===== config.mk =====
export PLATFORM = sky130hd
export DESIGN_NAME = vm_thread_scheduler
export DESIGN_NICKNAME = d
export VERILOG_FILES = /design/src/rtl/vm_pkg.sv /design/src/rtl/vm_thread_table.sv /design/src/rtl/vm_thread_scheduler.sv
export SDC_FILE = /design/constraint.sdc
export NUM_CORES = 2
export LEC_CHECK = 0
export CAP_MARGIN = 20
export CORE_UTILIZATION = 30
export DETAILED_ROUTE_END_ITERATION = 16
export GPL_ROUTABILITY_DRIVEN = 1
export HOLD_SLACK_MARGIN = 0.06
export PLACE_DENSITY = 0.52
export SETUP_SLACK_MARGIN = 0.02
export SLEW_MARGIN = 0
export SYNTH_ARGS = -nofsm -noshare
export SYNTH_HDL_FRONTEND = slang
export SYNTH_HIERARCHICAL = 1
export SYNTH_SLANG_ARGS = --single-unit

===== constraint.sdc =====
create_clock -name clk -period 7.9 [get_ports clk]
set_input_delay 1.185 -clock clk [delete_from_list [all_inputs] [get_ports clk]]
set_output_delay 1.185 -clock clk [all_outputs]
set_load 0.03 [all_outputs]

===== src/rtl/vm_pkg.sv =====
// Shared constants and encodings for the VM thread scheduler.
// INACTIVE and KILL_REQ are the reserved PC values that mark a stopped thread and a pending kill.
package vm_pkg;

  localparam int VM_NUM_THREADS = 64;
  localparam int VM_PC_W        = 16;
  localparam int TID_W          = $clog2(VM_NUM_THREADS);

  localparam logic [VM_PC_W-1:0] INACTIVE = 16'hFFFF;
  localparam logic [VM_PC_W-1:0] KILL_REQ = 16'hFFFE;

  typedef enum logic {
    OP_SETVEC         = 1'b0,
    OP_UPDATE_CHANNEL = 1'b1
  } cmd_op_e;

  typedef enum logic [1:0] {
    CH_RESUME = 2'd0,
    CH_PAUSE  = 2'd1,
    CH_KILL   = 2'd2,
    CH_NONE   = 2'd3
  } chan_type_e;

endpackage


===== src/rtl/vm_thread_table.sv =====
// Per-thread state storage.
// The main FSM owns pc/paused and reads/clears req_pc; the command port writes req_pc/req_paused.
module vm_thread_table
  import vm_pkg::*;
#(
  parameter int NUM_THREADS = VM_NUM_THREADS,
  parameter int PC_W        = VM_PC_W
) (
  input  logic                           clk,
  input  logic                           reset,
  input  logic [$clog2(NUM_THREADS)-1:0] main_idx,
  output logic [PC_W-1:0]                pc_rd,
  output logic                           paused_rd,
  output logic [PC_W-1:0]                req_pc_rd,
  output logic                           req_paused_rd,
  input  logic                           pc_we,
  input  logic [PC_W-1:0]                pc_wdata,
  input  logic                           paused_we,
  input  logic                           paused_wdata,
  input  logic                           req_clr,
  input  logic [$clog2(NUM_THREADS)-1:0] cmd_idx,
  input  logic                           req_pc_we,
  input  logic [PC_W-1:0]                req_pc_wdata,
  input  logic                           req_paused_we,
  input  logic                           req_paused_wdata
);

  localparam logic [PC_W-1:0] PC_INACTIVE = PC_W'(INACTIVE);

  logic [PC_W-1:0]        pc_mem     [NUM_THREADS];
  logic [PC_W-1:0]        req_pc_mem [NUM_THREADS];
  logic [NUM_THREADS-1:0] paused_vec;
  logic [NUM_THREADS-1:0] req_paused_vec;

  assign pc_rd         = pc_mem[main_idx];
  assign paused_rd     = paused_vec[main_idx];
  assign req_pc_rd     = req_pc_mem[main_idx];
  assign req_paused_rd = req_paused_vec[main_idx];

  // NOTE: these arrays are flops, not RAM, so they are cleared in reset; that lets a frame start right after reset.
  always_ff @(posedge clk) begin
    if (!reset) begin
      for (int i = 0; i < NUM_THREADS; i++) pc_mem[i] <= (i == 0) ? '0 : PC_INACTIVE;
    end else if (pc_we) begin
      pc_mem[main_idx] <= pc_wdata;
    end
  end

  always_ff @(posedge clk) begin
    if (!reset) paused_vec <= '0;
    else if (paused_we) paused_vec[main_idx] <= paused_wdata;
  end

  // NOTE: both writes are non-blocking, so the later command write wins when it hits the index being cleared.
  always_ff @(posedge clk) begin
    if (!reset) begin
      for (int i = 0; i < NUM_THREADS; i++) req_pc_mem[i] <= PC_INACTIVE;
    end else begin
      if (req_clr)   req_pc_mem[main_idx] <= PC_INACTIVE;
      if (req_pc_we) req_pc_mem[cmd_idx]  <= req_pc_wdata;
    end
  end

  always_ff @(posedge clk) begin
    if (!reset) req_paused_vec <= '0;
    else if (req_paused_we) req_paused_vec[cmd_idx] <= req_paused_wdata;
  end

endmodule


===== src/rtl/vm_thread_scheduler.sv =====
// Frame scheduler for the VM CPU's cooperative threads: commits pending requests, then runs each
// live thread until it yields. A separate command FSM services setVec/updateChannel at any time.
module vm_thread_scheduler
  import vm_pkg::*;
#(
  parameter int NUM_THREADS = VM_NUM_THREADS,
  parameter int PC_W        = VM_PC_W
) (
  input  logic                           clk,
  input  logic                           reset,
  input  logic                           frame_start,
  output logic                           frame_done,
  output logic                           busy,
  output logic                           run_valid,
  output logic [$clog2(NUM_THREADS)-1:0] run_thread,
  output logic [PC_W-1:0]                run_pc,
  input  logic                           yield_valid,
  input  logic                           yield_kill,
  input  logic [PC_W-1:0]                yield_pc,
  input  logic                           cmd_valid,
  output logic                           cmd_ready,
  input  logic                           cmd_op,
  input  logic [$clog2(NUM_THREADS)-1:0] cmd_first,
  input  logic [$clog2(NUM_THREADS)-1:0] cmd_last,
  input  logic [PC_W-1:0]                cmd_arg
);

  localparam int TW = $clog2(NUM_THREADS);
  localparam logic [TW-1:0]   LAST_IDX    = TW'(NUM_THREADS - 1);
  localparam logic [PC_W-1:0] PC_INACTIVE = PC_W'(INACTIVE);
  localparam logic [PC_W-1:0] PC_KILL     = PC_W'(KILL_REQ);

  localparam logic [2:0] S_IDLE  = 3'd0;
  localparam logic [2:0] S_APPLY = 3'd1;
  localparam logic [2:0] S_SCAN  = 3'd2;
  localparam logic [2:0] S_RUN   = 3'd3;
  localparam logic [2:0] S_DONE  = 3'd4;

  localparam logic [1:0] C_IDLE  = 2'd0;
  localparam logic [1:0] C_RANGE = 2'd1;
  localparam logic [1:0] C_ACK   = 2'd2;

  logic [2:0]      state;
  logic [TW-1:0]   idx;
  logic [1:0]      cstate;
  logic [TW-1:0]   cmd_t;
  logic [TW-1:0]   cmd_end;
  chan_type_e      cmd_type;

  logic [PC_W-1:0] pc_rd;
  logic            paused_rd;
  logic [PC_W-1:0] req_pc_rd;
  logic            req_paused_rd;
  logic            pc_we;
  logic [PC_W-1:0] pc_wdata;
  logic            req_clr;
  logic [TW-1:0]   cmd_idx;
  logic            req_pc_we;
  logic [PC_W-1:0] req_pc_wdata;
  logic            req_paused_we;
  logic            req_paused_wdata;
  logic            runnable;
  logic            is_setvec;

  assign runnable   = (pc_rd != PC_INACTIVE) && !paused_rd;
  assign is_setvec  = (cmd_op == OP_SETVEC);

  assign busy       = (state != S_IDLE);
  assign frame_done = (state == S_DONE);
  assign run_valid  = (state == S_RUN);
  assign run_thread = run_valid ? idx : '0;
  assign run_pc     = run_valid ? pc_rd : '0;
  assign cmd_ready  = (cstate == C_ACK);

  always_ff @(posedge clk) begin
    if (!reset) begin
      state <= S_IDLE;
      idx   <= '0;
    end else begin
      case (state)
        S_IDLE: if (frame_start) begin
          state <= S_APPLY;
          idx   <= '0;
        end
        S_APPLY: begin
          idx <= idx + 1'b1;
          if (idx == LAST_IDX) state <= S_SCAN;
        end
        S_SCAN: begin
          if (runnable) begin
            state <= S_RUN;
          end else begin
            idx <= idx + 1'b1;
            if (idx == LAST_IDX) state <= S_DONE;
          end
        end
        S_RUN: if (yield_valid) begin
          idx   <= idx + 1'b1;
          state <= (idx == LAST_IDX) ? S_DONE : S_SCAN;
        end
        S_DONE:  state <= S_IDLE;
        default: state <= S_IDLE;
      endcase
    end
  end

  // Main-side table writes: commit pending requests in APPLY, record the resume PC on yield.
  always_comb begin
    pc_we    = 1'b0;
    pc_wdata = pc_rd;
    req_clr  = 1'b0;
    if (state == S_APPLY && req_pc_rd != PC_INACTIVE) begin
      pc_we    = 1'b1;
      pc_wdata = (req_pc_rd == PC_KILL) ? PC_INACTIVE : req_pc_rd;
      req_clr  = 1'b1;
    end else if (state == S_RUN && yield_valid) begin
      pc_we    = 1'b1;
      pc_wdata = yield_kill ? PC_INACTIVE : yield_pc;
    end
  end

  always_ff @(posedge clk) begin
    if (!reset) begin
      cstate   <= C_IDLE;
      cmd_t    <= '0;
      cmd_end  <= '0;
      cmd_type <= CH_NONE;
    end else begin
      case (cstate)
        C_IDLE: if (cmd_valid) begin
          if (is_setvec || cmd_first > cmd_last) begin
            cstate <= C_ACK;
          end else begin
            cstate   <= C_RANGE;
            cmd_t    <= cmd_first;
            cmd_end  <= cmd_last;
            cmd_type <= chan_type_e'(cmd_arg[1:0]);
          end
        end
        C_RANGE: begin
          if (cmd_t == cmd_end) cstate <= C_ACK;
          else cmd_t <= cmd_t + 1'b1;
        end
        C_ACK:   cstate <= C_IDLE;
        default: cstate <= C_IDLE;
      endcase
    end
  end

  always_comb begin
    cmd_idx          = cmd_t;
    req_pc_we        = 1'b0;
    req_pc_wdata     = cmd_arg;
    req_paused_we    = 1'b0;
    req_paused_wdata = (cmd_type == CH_PAUSE);
    if (cstate == C_IDLE) begin
      cmd_idx   = cmd_first;
      req_pc_we = cmd_valid && is_setvec;
    end else if (cstate == C_RANGE) begin
      req_pc_we     = (cmd_type == CH_KILL);
      req_pc_wdata  = PC_KILL;
      req_paused_we = (cmd_type == CH_RESUME) || (cmd_type == CH_PAUSE);
    end
  end

  vm_thread_table #(
    .NUM_THREADS(NUM_THREADS),
    .PC_W       (PC_W)
  ) u_table (
    .clk             (clk),
    .reset           (reset),
    .main_idx        (idx),
    .pc_rd           (pc_rd),
    .paused_rd       (paused_rd),
    .req_pc_rd       (req_pc_rd),
    .req_paused_rd   (req_paused_rd),
    .pc_we           (pc_we),
    .pc_wdata        (pc_wdata),
    .paused_we       (state == S_APPLY),
    .paused_wdata    (req_paused_rd),
    .req_clr         (req_clr),
    .cmd_idx         (cmd_idx),
    .req_pc_we       (req_pc_we),
    .req_pc_wdata    (req_pc_wdata),
    .req_paused_we   (req_paused_we),
    .req_paused_wdata(req_paused_wdata)
  );

endmodule


### Word-level counts from Yosys, hierarchy flattened

Memory sizes are Yosys's and may differ from the RTL's. A register that Yosys moved wholly into a read port is not among the register bits.
Index checks and enable logic that the tools add are counted.

| word-level totals | value |
|---|---|
| word-level logic and storage cells | 132 |
| bits in writable memories | 2,048 |
| memories | 2 |
| register bits | 153 |
| output and inout port bits | 26 |
| input bits | 51 |

Memory list:

| memory | words | width | rd ports | clocked after Yosys merged registers in | wr ports | line | text |
|---|---|---|---|---|---|---|---|
| u_table.pc_mem | 64 | 16 | 1 | 1 | 64 | vm_thread_table.sv:30 | `logic [PC_W-1:0] pc_mem [NUM_THREADS];` |
| u_table.req_pc_mem | 64 | 16 | 1 | 1 | 64 | vm_thread_table.sv:31 | `logic [PC_W-1:0] req_pc_mem [NUM_THREADS];` |

| cells by class | value |
|---|---|
| reduce and logical (&&, ||, !) cells | 23 |
| add/subtract/negate cells | 2 |
| $lt $le $gt $ge | 5 |
| equality and inequality tests | 22 |
| multiplexer cells | 68 |
| bitwise gates (word level) | 2 |

Operators by type and width:

| operator | number |
|---|---|
| 16-bit two-way mux | 10 |
| 64-bit bitwise mux | 2 |
| 6-bit two-way mux | 15 |
| 16-bit OR reduction | 3 |
| 16-bit != test, second input constant | 2 |
| 1-bit two-way mux | 24 |
| 6-bit one-hot mux with 4 select lines | 1 |
| 3-bit two-way mux | 6 |
| 16-bit == test, second input constant | 1 |
| 6-bit by 7-bit less-than comparator with 1-bit output, second input constant | 2 |
| 2-bit != test, second input constant | 7 |
| 6-bit by 1-bit adder with 6-bit output, second input constant | 2 |
| 1-bit binary-select mux with 6-bit select | 2 |
| 1-bit demux with 6-bit select | 2 |
| 6-bit by 1-bit >= comparator with 1-bit output, second input constant | 2 |
| 3-bit one-hot mux with 4 select lines | 1 |
| 6-bit one-hot mux with 2 select lines | 1 |
| 4-bit AND reduction | 3 |
| 3-bit by 2-bit == test with 1-bit output, second input constant | 2 |
| 6-bit == test | 1 |
| 6-bit == test, second input constant | 1 |
| 6-bit > comparator | 1 |
| 1-bit logical AND | 6 |
| 2-bit two-way mux | 3 |
| other kinds (17) | 22 |

### Longest topological paths before layout

| logic depth | value |
|---|---|
| depth after elaboration | 9 |
| gate-level depth with buffers | 21 |
| mapped depth without buffers | 14 |

### Hierarchy

Netlist, hierarchy kept.

Modules (own cells, without submodules):

| module | cells an instance | area an instance (µm²) | instances |
|---|---|---|---|
| vm_thread_table | 8,151 | 100,582.7 | 1 |
| vm_thread_scheduler | 330 | 2,379.8 | 1 |

### Worst setup path after synthesis

No wires, ideal clock.

| timing | value |
|---|---|
| kind | reg-to-reg |
| start | register idx[2] |
| end | memory u_table/pc_mem[17][0] (netlist bit), enable pin |
| clock period less this slack | 4,973 ps |
| arrival | 4,561 ps |
| setup slack | 2,927 ps |
| required time | 7,489 ps |
| cell stages (with the launch flop) | 18 |
| library setup time | 411 ps |
| cell sequence | dfxtp_1 > buf_4 > buf_4 > buf_4 > clkbuf_1 > mux4_2 > a22oi_1 > nand4_1 > or4_1 > nand4_1 > nor4_1 > a21oi_1 > nand2b_1 > and2_1 > buf_4 > nand2_1 > clkbuf_1 > o21ai_0 |

RTL lines:

| item | line | text |
|---|---|---|
| start: declaration | vm_thread_scheduler.sv:44 | `logic [TW-1:0] idx;` |
| start signal: assignment | vm_thread_scheduler.sv:86 | `idx <= idx + 1'b1;` |
| start signal: assignment | vm_thread_scheduler.sv:93 | `idx <= idx + 1'b1;` |
| start signal: assignment | vm_thread_scheduler.sv:98 | `idx <= idx + 1'b1;` |
| end: declaration | vm_thread_table.sv:30 |  |

==> impl_results.md <==
* Final ANT Viol Nets at 0
* Warnings from Yosys at 6
* Peak VDD IR at 167 µV
* Distinct cells, synth at 82
* Die footprint at 346000 µm²
* Initial antenna violation count at 25
* Inserted Clock Buffers at 232
* Initial Util at 0.302
* Vias at 74900
* Overflow after GRT at 0
* Core Region at 341000 µm²
* Pin count of the biggest net entering global routing at 136
* First-pass GRT wire length at 541 mm
* Die Ht at 588 µm
* Initial DRC count at 9673
* Hold buffers post-CTS at 0
* WHS Endpoint: u_table/req_paused_vec[61]
* Number of global-route vias before repair at 72100
* Critical path class: reg -> out
* Cell Pwr Density at 229 nW/µm²
* Rows at 214
* Worst R2R Path Depth at 17
* Async SR Flop Fraction at 0
* Number of synthesized register bits at 2201
* Worst-case clock buffer depth at 4
* Fin nets at 8072
* Part of the Yosys area used for sequential elements at 0.627
* Die width at 588 µm
* Hold path startpoint: u_table/req_paused_vec[61]
* Via/cell ratio at 5.88
* Fmax achieved at 135 MHz
* HPWL after detailed placement at 226 mm
* Hold WS at 0.483 ns
* DR WL/cell at 30.0 µm
* RSZ-0062 raised after global routing: no
* Hold Path Cell Cnt at 2
* Mapped Cells at 8481
* CTS tree: yes
* Leak pwr at 29.9 nW
* Mapped cell area at 103000 µm²
* CP max FO at 37
* Routed wire length at 383 mm
* Clock H-tree levels at 4
* Crit Reg-Reg Endpoint: u_table/pc_mem[37][4]
* Reg clk slew, reported paths at 0.06 ns
* Max_cap viols at 0
* I/O pin total at 77
* Clk Latency, worst-skew pair at 0.92 ns
* Slack of the worst reg-to-reg path at 0.68 ns
* Actual slew at the worst max-slew pin at 1.21 ns
* PortBufs at 76
* Post_cts resized at 0
* Design Power at 0.0265 W
* Reg2reg start: idx[1]
* CP endpoint kind: output port
* Hold Crit Class: reg -> reg
* Final-report hold violation count at 0
* Final Core Density at 0.341
* Synth Area per Inst at 12.1 µm²
* Status: completed
* Final period util at 0.937
* Final setup vio count at 0
* Setup bufs post-CTS at 0
* Layout area overhead at 12.6%
* Synth Flop Type: edfxtp_1
* Root buf cell: clkbuf_16
* Initial DRT Pass Iterations at 6
* Final total negative setup slack at 0 ns
* Mapped Nets at 8540
* DRC at 0
* Clk sink count at 2201
* Post-synth EDFFs at 2048
* CP required at 6.71 ns
* GP Congestion at 0.887
* Pins Over Slew Limit at 0
* Relative slew slack at 0.185
* Share of layout cells above drive strength 1 at 0.112
* Final min period at 7.40 ns
* Clock skew at 0.0530 ns
* WP data arrival at 6.22 ns
* Gr usage total at 0.213
* Setup crit start kind: register
final cells by class:
type                       instances  area (µm²)
antenna                            6        15.0
fill                           33200      225000
multi-input combinational       5109       34200
clock buffer                     298        6230
inverter                          19        81.3
sequential                      2201       64600
clock inverter                   122        1300
timing repair buffer             450        3880
tap                             4536        5680
where the power goes:
group	leakage [nW]	switching (W)	internal (W)
clock	3.67	0.00474	0.00644
combinational	8.91	0.00193	0.000447
sequential	17.4	0.0000721	0.0129
total	29.9	0.00675	0.0198
synth_stat cells (all sizes together), types with 68 or more instances:
cell type  number  area [µm²]
buf           254        1300
o22ai         108         676
nand3         184         921
a21boi        129         968
edfxtp       2048       61500
a221oi        475        4160
mux2i         258        2580
clkbuf        898        3370
a21oi         141         709
o21ai         502        2510
a22oi         178        1340
dfxtp         153        3060
and2           68         427
or3          2065       12900
nor2          290        1100
o211ai         77         578
nand2         244         918
worst max path at each step:
| stage | start | end | slack (ns) | depth (start not counted) |
|---|---|---|---|---|
| finish | idx[0] | run_pc[1] | 0.50 | 10 |
| global route | idx[0] | run_pc[1] | 0.49 | 10 |
| CTS | idx[2] | run_pc[1] | 0.61 | 10 |
| detailed placement | idx[0] | u_table/pc_mem[55][1] | 0.99 | 17 |
| global placement | idx[0] | u_table/pc_mem[25][4] | 0.96 | 17 |
| floorplan | idx[2] | u_table/pc_mem[17][0] | 2.93 | 17 |
state kept, by name (all words and copies together) (netlist names):
name / cells
u_table/pc_mem: 1024
u_table/req_pc_mem: 1024
u_table/paused_vec: 64
u_table/req_paused_vec: 64
cmd_end: 6
cmd_t: 6
idx: 6
state: 3
cmd_type: 2
cstate: 2
stage by stage:
| stage | worst slack, ns | cell area (µm²) | cells |
|---|---|---|---|
| after floorplan | 2.93 | 103000 | 8481 |
| after global placement | 0.957 | 108000 | 12300 |
| after detailed placement | 0.993 | 108000 | 12300 |
| after CTS | 0.613 | 116000 | 12700 |
| after global routing | 0.489 | 116000 | 12700 |
| final | 0.497 | 116000 | 12700 |
layout by cell type (no fill, tap or decap), drive strengths merged, types with 81 or more instances in the layout:
cell type	n
o21ai	502
a21oi	141
o22ai	108
nand3	184
edfxtp	2048
clkinv	81
a21boi	129
or3	2065
a221oi	475
dfxtp	153
nand2	244
mux2i	258
clkbuf	298
a22oi	178
buf	375
nor2	290
critical path, cell delays in order (launching register included):
cell and delay [ns]:
dfxtp_4 0.49, nor2_4 0.91, buf_4 0.58, buf_4 0.61, a221oi_1 0.24, nor2_1 0.14
o21ai_0 0.27, nand4_1 0.43, or3_1 0.65, and2_1 0.22, clkdlybuf4s50_1 0.67
metal layers:
metal | global-route usage | wire, µm
met5 | 0 | 34
met4 | 0.0873 | 16900
met3 | 0.0400 | 34400
met2 | 0.338 | 176000
met1 | 0.285 | 156000
cells by family after synthesis:
family / Yosys count / synth area share
buffers and inverters: 1171 / 0.0461
muxes: 354 / 0.0396
AOI/OAI and AO/OA: 1727 / 0.117
adders and majority gates: 8 / 0.000972
DFF: 2201 / 0.627
and+or+nand+nor: 3014 / 0.169
xor gates and xnor gates: 6 / 0.000510
Note: power is estimated with default switching activity, not from simulation.
